$ cat src/rtl/key_event_pkg.sv
// rtl/key_event_pkg.sv - FSM state encodings and default timing constants for key_event_decoder
package key_event_pkg;

  typedef logic [2:0] key_state_t;

  localparam key_state_t IDLE      = 3'd0;
  localparam key_state_t PRESS1    = 3'd1;
  localparam key_state_t LONG_HOLD = 3'd2;
  localparam key_state_t WAIT_2ND  = 3'd3;
  localparam key_state_t PRESS2    = 3'd4;

  // Defaults assume a 50 MHz sys_clk: 1 s long press, 300 ms double-click window, 200 ms repeat
  localparam int         CNT_W_DEF  = 26;
  localparam logic [25:0] T_LONG_DEF = 26'd50_000_000;
  localparam logic [25:0] T_DBL_DEF  = 26'd15_000_000;
  localparam logic [25:0] T_RPT_DEF  = 26'd10_000_000;

endpackage

$ cat src/rtl/key_edge_detect.sv
// rtl/key_edge_detect.sv - registers the debounced key and flags press/release edges (key is active low)
module key_edge_detect (
  input  logic clk,
  input  logic rst_n,
  input  logic key_in,
  output logic key_press,
  output logic key_release
);

  logic key_d;

  // Resetting to 1 makes a key already held at reset release look like a fresh press
  always_ff @(posedge clk or negedge rst_n) begin
    if (!rst_n) key_d <= 1'b1;
    else        key_d <= key_in;
  end

  assign key_press   = key_d & ~key_in;
  assign key_release = ~key_d & key_in;

endmodule

$ cat src/rtl/key_event_decoder.sv
// rtl/key_event_decoder.sv - classifies key gestures into short/long/double-click pulses
// Optional auto-repeat while long-held is enabled by defining KEY_REPEAT_EN.
module key_event_decoder
  import key_event_pkg::*;
#(
  parameter int               CNT_W  = CNT_W_DEF,
  parameter logic [CNT_W-1:0] T_LONG = CNT_W'(T_LONG_DEF),
  parameter logic [CNT_W-1:0] T_DBL  = CNT_W'(T_DBL_DEF),
  parameter logic [CNT_W-1:0] T_RPT  = CNT_W'(T_RPT_DEF)
) (
  input  logic sys_clk,
  input  logic sys_rst_n,
  input  logic key_filter,
  output logic short_press,
  output logic long_press,
  output logic double_click,
  output logic key_repeat,
  output logic key_busy
);

  localparam logic [CNT_W-1:0] LONG_LAST = T_LONG - CNT_W'(1);
  localparam logic [CNT_W-1:0] DBL_LAST  = T_DBL - CNT_W'(1);

  if (T_LONG < CNT_W'(2) || T_DBL < CNT_W'(2) || T_RPT < CNT_W'(2)) begin : g_param_check
    $error("key_event_decoder: T_LONG, T_DBL and T_RPT must all be >= 2");
  end

  logic key_press;
  logic key_release;

  key_edge_detect u_edge (
    .clk         (sys_clk),
    .rst_n       (sys_rst_n),
    .key_in      (key_filter),
    .key_press   (key_press),
    .key_release (key_release)
  );

  key_state_t       state;
  key_state_t       state_nxt;
  logic [CNT_W-1:0] cnt;
  logic [CNT_W-1:0] cnt_nxt;
  logic             short_nxt;
  logic             long_nxt;
  logic             dbl_nxt;
`ifdef KEY_REPEAT_EN
  localparam logic [CNT_W-1:0] RPT_LAST = T_RPT - CNT_W'(1);
  logic rpt_nxt;
`endif

  // Key edges are tested before timeouts so an edge always wins a same-cycle tie
  always_comb begin
    state_nxt = state;
    cnt_nxt   = cnt + CNT_W'(1);
    short_nxt = 1'b0;
    long_nxt  = 1'b0;
    dbl_nxt   = 1'b0;
`ifdef KEY_REPEAT_EN
    rpt_nxt   = 1'b0;
`endif
    case (state)
      IDLE: begin
        cnt_nxt = '0;
        if (key_press) state_nxt = PRESS1;
      end
      PRESS1: begin
        if (key_release) begin
          state_nxt = WAIT_2ND;
          cnt_nxt   = '0;
        end else if (cnt == LONG_LAST) begin
          state_nxt = LONG_HOLD;
          cnt_nxt   = '0;
          long_nxt  = 1'b1;
        end
      end
      LONG_HOLD: begin
        if (key_release) begin
          state_nxt = IDLE;
          cnt_nxt   = '0;
        end
`ifdef KEY_REPEAT_EN
        else if (cnt == RPT_LAST) begin
          cnt_nxt = '0;
          rpt_nxt = 1'b1;
        end
`endif
      end
      WAIT_2ND: begin
        if (key_press) begin
          state_nxt = PRESS2;
          cnt_nxt   = '0;
        end else if (cnt == DBL_LAST) begin
          state_nxt = IDLE;
          cnt_nxt   = '0;
          short_nxt = 1'b1;
        end
      end
      PRESS2: begin
        // No timeout here: however long the second hold, its release is a double click
        cnt_nxt = cnt;
        if (key_release) begin
          state_nxt = IDLE;
          cnt_nxt   = '0;
          dbl_nxt   = 1'b1;
        end
      end
      default: begin
        state_nxt = IDLE;
        cnt_nxt   = '0;
      end
    endcase
  end

  always_ff @(posedge sys_clk or negedge sys_rst_n) begin
    if (!sys_rst_n) begin
      state        <= IDLE;
      cnt          <= '0;
      short_press  <= 1'b0;
      long_press   <= 1'b0;
      double_click <= 1'b0;
      key_busy     <= 1'b0;
    end else begin
      state        <= state_nxt;
      cnt          <= cnt_nxt;
      short_press  <= short_nxt;
      long_press   <= long_nxt;
      double_click <= dbl_nxt;
      key_busy     <= (state_nxt != IDLE);
    end
  end

`ifdef KEY_REPEAT_EN
  always_ff @(posedge sys_clk or negedge sys_rst_n) begin
    if (!sys_rst_n) key_repeat <= 1'b0;
    else            key_repeat <= rpt_nxt;
  end
`else
  assign key_repeat = 1'b0;
`endif

endmodule

$ cat config.mk
export PLATFORM = sky130hd
export DESIGN_NAME = key_event_decoder
export DESIGN_NICKNAME = d
export VERILOG_FILES = /design/src/rtl/key_event_pkg.sv /design/src/rtl/key_edge_detect.sv /design/src/rtl/key_event_decoder.sv
export SDC_FILE = /design/constraint.sdc
export NUM_CORES = 1
export LEC_CHECK = 0
export ABC_AREA = 1
export CELL_PAD_IN_SITES_DETAIL_PLACEMENT = 1
export CELL_PAD_IN_SITES_GLOBAL_PLACEMENT = 1
export CORE_MARGIN = 4
export CORE_UTILIZATION = 44
export DETAILED_ROUTE_END_ITERATION = 8
export PLACE_DENSITY_LB_ADDON = 0.1
export SYNTH_ARGS = -nofsm -noshare
export SYNTH_HDL_FRONTEND = slang
export SYNTH_SLANG_ARGS = --single-unit
$ cat constraint.sdc
create_clock -name sys_clk -period 1.7 [get_ports sys_clk]
set_input_delay 0.34 -clock sys_clk [delete_from_list [all_inputs] [get_ports sys_clk]]
set_output_delay 0.34 -clock sys_clk [all_outputs]
set_load 0.01 [all_outputs]
==> results of run 1 <==
==> registers in the layout, indices dropped and copies added, names as in the netlist <==
register,cells
cnt,26
double_click,1
key_busy,1
long_press,1
short_press,1
state,3
u_edge.key_d,1
==> cell usage in the layout (no fill, tap or decap), types with 3 or more instances in the layout <==
cell type        count
buf_6                3
nor2_2              19
nand4_1             19
nand2_1             87
clkbuf_1             3
nand3_1             18
o21ai_0              4
inv_1               58
xor2_1               4
buf_4               54
nor3_1               8
nand3_2              5
nor2_1              32
nor2_4              10
dfrtp_1             31
clkdlybuf4s50_1      5
clkbuf_8             5
nand2_4              6
inv_2                4
nand2_2             11
==> cell families (layout without fill, tap and decap cells) <==
logic type | Yosys count | after routing | synth area share
other | 1 | 1 | 0.00164
AO/OA/AOI/OAI | 13 | 13 | 0.0356
buffers and inverters | 66 | 137 | 0.113
XOR/XNOR | 5 | 5 | 0.0192
adder cells (fa/ha/maj) | 1 | 1 | 0.00548
AND/OR/NAND/NOR | 225 | 226 | 0.452
flip-flops | 34 | 34 | 0.373
==> stage by stage <==
step	area, µm²	cells
after floorplan	2280	345
after global placement	2790	465
after detailed placement	2790	465
after CTS	3020	481
after global routing	3210	484
final	3210	484
==> per-layer routing <==
metal	global-route usage	vias to the layer above	routed length [µm]
met5	0	-	0
met4	0.135	0	616
met3	0.0504	70	801
met2	0.503	193	5000
met1	0.372	1396	3950
li1	-	1217	-
==> area by class of cell <==
cell class,count,share of cell area
Multi-Input combinational cell,246,0.443
Sequential cell,34,0.266
Clock buffer,8,0.0249
Timing Repair inverter,1,0.00234
Timing Repair Buffer,64,0.160
Tap cell,67,0.0261
Inverter,64,0.0772
==> worst max-delay path, delay by kind of cell, from the launching register on <==
family	cells	cell delay [ps]
buffers and inverters	2	380
DFF	1	380
and+or+nand+nor	7	1030
==> power by group through the flow <==
stage / clock [mW] / combinational (mW) / sequential [mW]
3_3_place_gp: 0 / 0.561 / 0.927
4_1_cts: 0.599 / 0.720 / 0.922
3_5_place_dp: 0 / 0.595 / 0.929
6_report: 0.603 / 0.871 / 0.927
5_1_grt: 0.641 / 0.937 / 0.935
2_1_floorplan: 0 / 0.336 / 0.927
==> timing repair <==
action	4_1_cts	5_1_grt
setup endpoints to repair	26	31
gates resized for setup	22	54
cloned	2	0
pin swaps	10	22
buffers inserted	6	5
==> worst paths after layout <==
check	from	end	cells after the start	slack, ps
setup / recovery	cnt[23]	cnt[22]	9	-200
hold / removal	sys_rst_n	cnt[3]	2	-3
setup reg to reg	cnt[23]	cnt[22]	9	-200
hold reg to reg	state[1]	double_click	1	510
max in group asynchronous	sys_rst_n	u_edge.key_d	2	1440
min in group sys_clk	state[1]	double_click	1	510
==> synthesized netlist by cell type, drive strengths merged <==
| cell | count |
|---|---|
| inv | 64 |
| o21bai | 2 |
| dfstp | 1 |
| a21boi | 1 |
| nor3 | 10 |
| buf | 2 |
| or2 | 1 |
| nor2 | 61 |
| nand4 | 21 |
| conb | 1 |
| dfrtp | 33 |
| ha | 1 |
| o21ai | 8 |
| a21oi | 1 |
| nor4 | 2 |
| o22ai | 1 |
| nand3 | 25 |
| xor2 | 5 |
| nor3b | 1 |
| nand2 | 104 |
==> metrics.csv, run 1 <==
stage,metric,value,unit
status,outcome,finished with violations,
status,violations,"hold timing, setup timing",
yosys,yosysSeqAreaShare,0.373,
placement,gp_congestion,0.838,
routing,vias_per_cell,5.94,
die,core-area,4880,µm²
clock_network,cts-buffers-inserted,5,
run,cap_viol_max_count,0,
yosys,synthTopCellsByArea,"dfrtp_1 (36%), nand2_1 (17%), inv_1 (10%)",
placement,hpwl,5.76,mm
worst_setup_path,cp.arrival,2090,ps
die,dieArea,6410,µm²
power,p_switching,945,µW
die,placementRows,25,
finish,seqCellArea,855,µm²
sta,fin_crit_sh,1.12,
global_route,antenna_found_initial,0,
worst_hold_path,holdCritPathClass,in2async,
clock_network,clkLatencyLatePin,300,ps
routing,wirelength,10.4,mm
finish,area_growth,40.5,%
power,switching_share,0.394,
placement,io_buffers,6,
worst_setup_path,path_cells,nand2_1 -> inv_1 -> nand2_1 -> nor2_2 -> nand3_2 -> nand2_4 -> nand4_4 -> clkinvlp_4 -> nor2_1,
finish,utilization,0.658,
yosys,synth_nets,349,
worst_setup_path,critPathLaunchType,flip-flop,
global_route,grt_pass1_wl,14.5,mm
clock_network,h-tree-depth,2,
power,p_clk_frac,0.251,
yosys,synth_top_cell_area_share,0.361,
clock_network,cts_root_buf,clkbuf_8,
worst_setup_path,end_kind,flip-flop,
worst_setup_path,crit_slowest_cell,dfrtp_1,
worst_setup_path,path_class,reg2reg,
die,die_x,80.1,µm
worst_setup_path,cp_common_cell,nand2_1,
worst_setup_path,cp_slowest_stage_delay,380,ps
power,vdd_drop_max,0.000622,V
clock_network,cts_tree,built,
clock_network,postCtsHoldBufs,0,
die,fp.dieH,80.1,µm
global_route,grt-ovfl-total,0,
sta,setup_tns,-3530,ps
finish,drive_gt1_frac,0.336,
routing,vias,2876,
finish,fillers,620,
sta,hold_viol,8,
clock_network,clkTransAtPathRegs,80,ps
sta,holdWs,-2.93,ps
power,p_comb_frac,0.363,
power,power_density,748,nW/µm²
sta,report.final.slew_viol_count,0,
sta,max_freq,0.525,GHz
yosys,netlist_area,2280,µm²
worst_setup_path,required,1880,ps
yosys,syn-instance-count,345,
sta,final.setup_skew,9.61,ps
worst_setup_path,critPathMaxFanout,6,
clock_network,clkSinkCount,34,
power,p_int,1.46,mW
global_route,grt_max_degree,35,
global_route,grt_use_total,0.299,
power,p_total,2.40,mW
global_route,grt_pass1_vias,2869,
sta,setup_slack,-204,ps
finish,final_nets,420,
yosys,synth_top_area_cell,dfrtp_1,
routing,drt_iter0_drc,403,
routing,drtAntennaViolNets,0,
yosys,avgSynthCellArea,6.62,µm²
yosys,synth_seq_cells,34,
power,p_seq_frac,0.386,
finish,multi_input_area,1420,µm²
placement,dpl_worst_slack,-278,ps
sta,setup_viol,28,
finish,diodes,0,
yosys,ys_types,32,
routing,dr.pass1.iters,5,
die,initial_core_util,0.468,
power,leakagePower,1.60,nW
routing,drc_errors,0,
sta,period_needed,1900,ps
routing,wire_per_inst,21.4,µm
sta,rsz0062_at_grt,true,
die,boundaryPins,8,
clock_network,clk_path_buf_depth,2,
yosys,ys_warn_count,0,
Power figures use the tool's default switching activity.
==> inputs of run 2 (changes only) <==
--- a/config.mk
+++ b/config.mk
@@ -11,6 +11,7 @@
 export CORE_MARGIN = 4
 export CORE_UTILIZATION = 44
 export DETAILED_ROUTE_END_ITERATION = 8
+export GPL_ROUTABILITY_DRIVEN = 0
 export PLACE_DENSITY_LB_ADDON = 0.1
 export SYNTH_ARGS = -nofsm -noshare
 export SYNTH_HDL_FRONTEND = slang
==> results of run 2 <==
No change in the layout: final DEF, timing and power equal those of run 1.
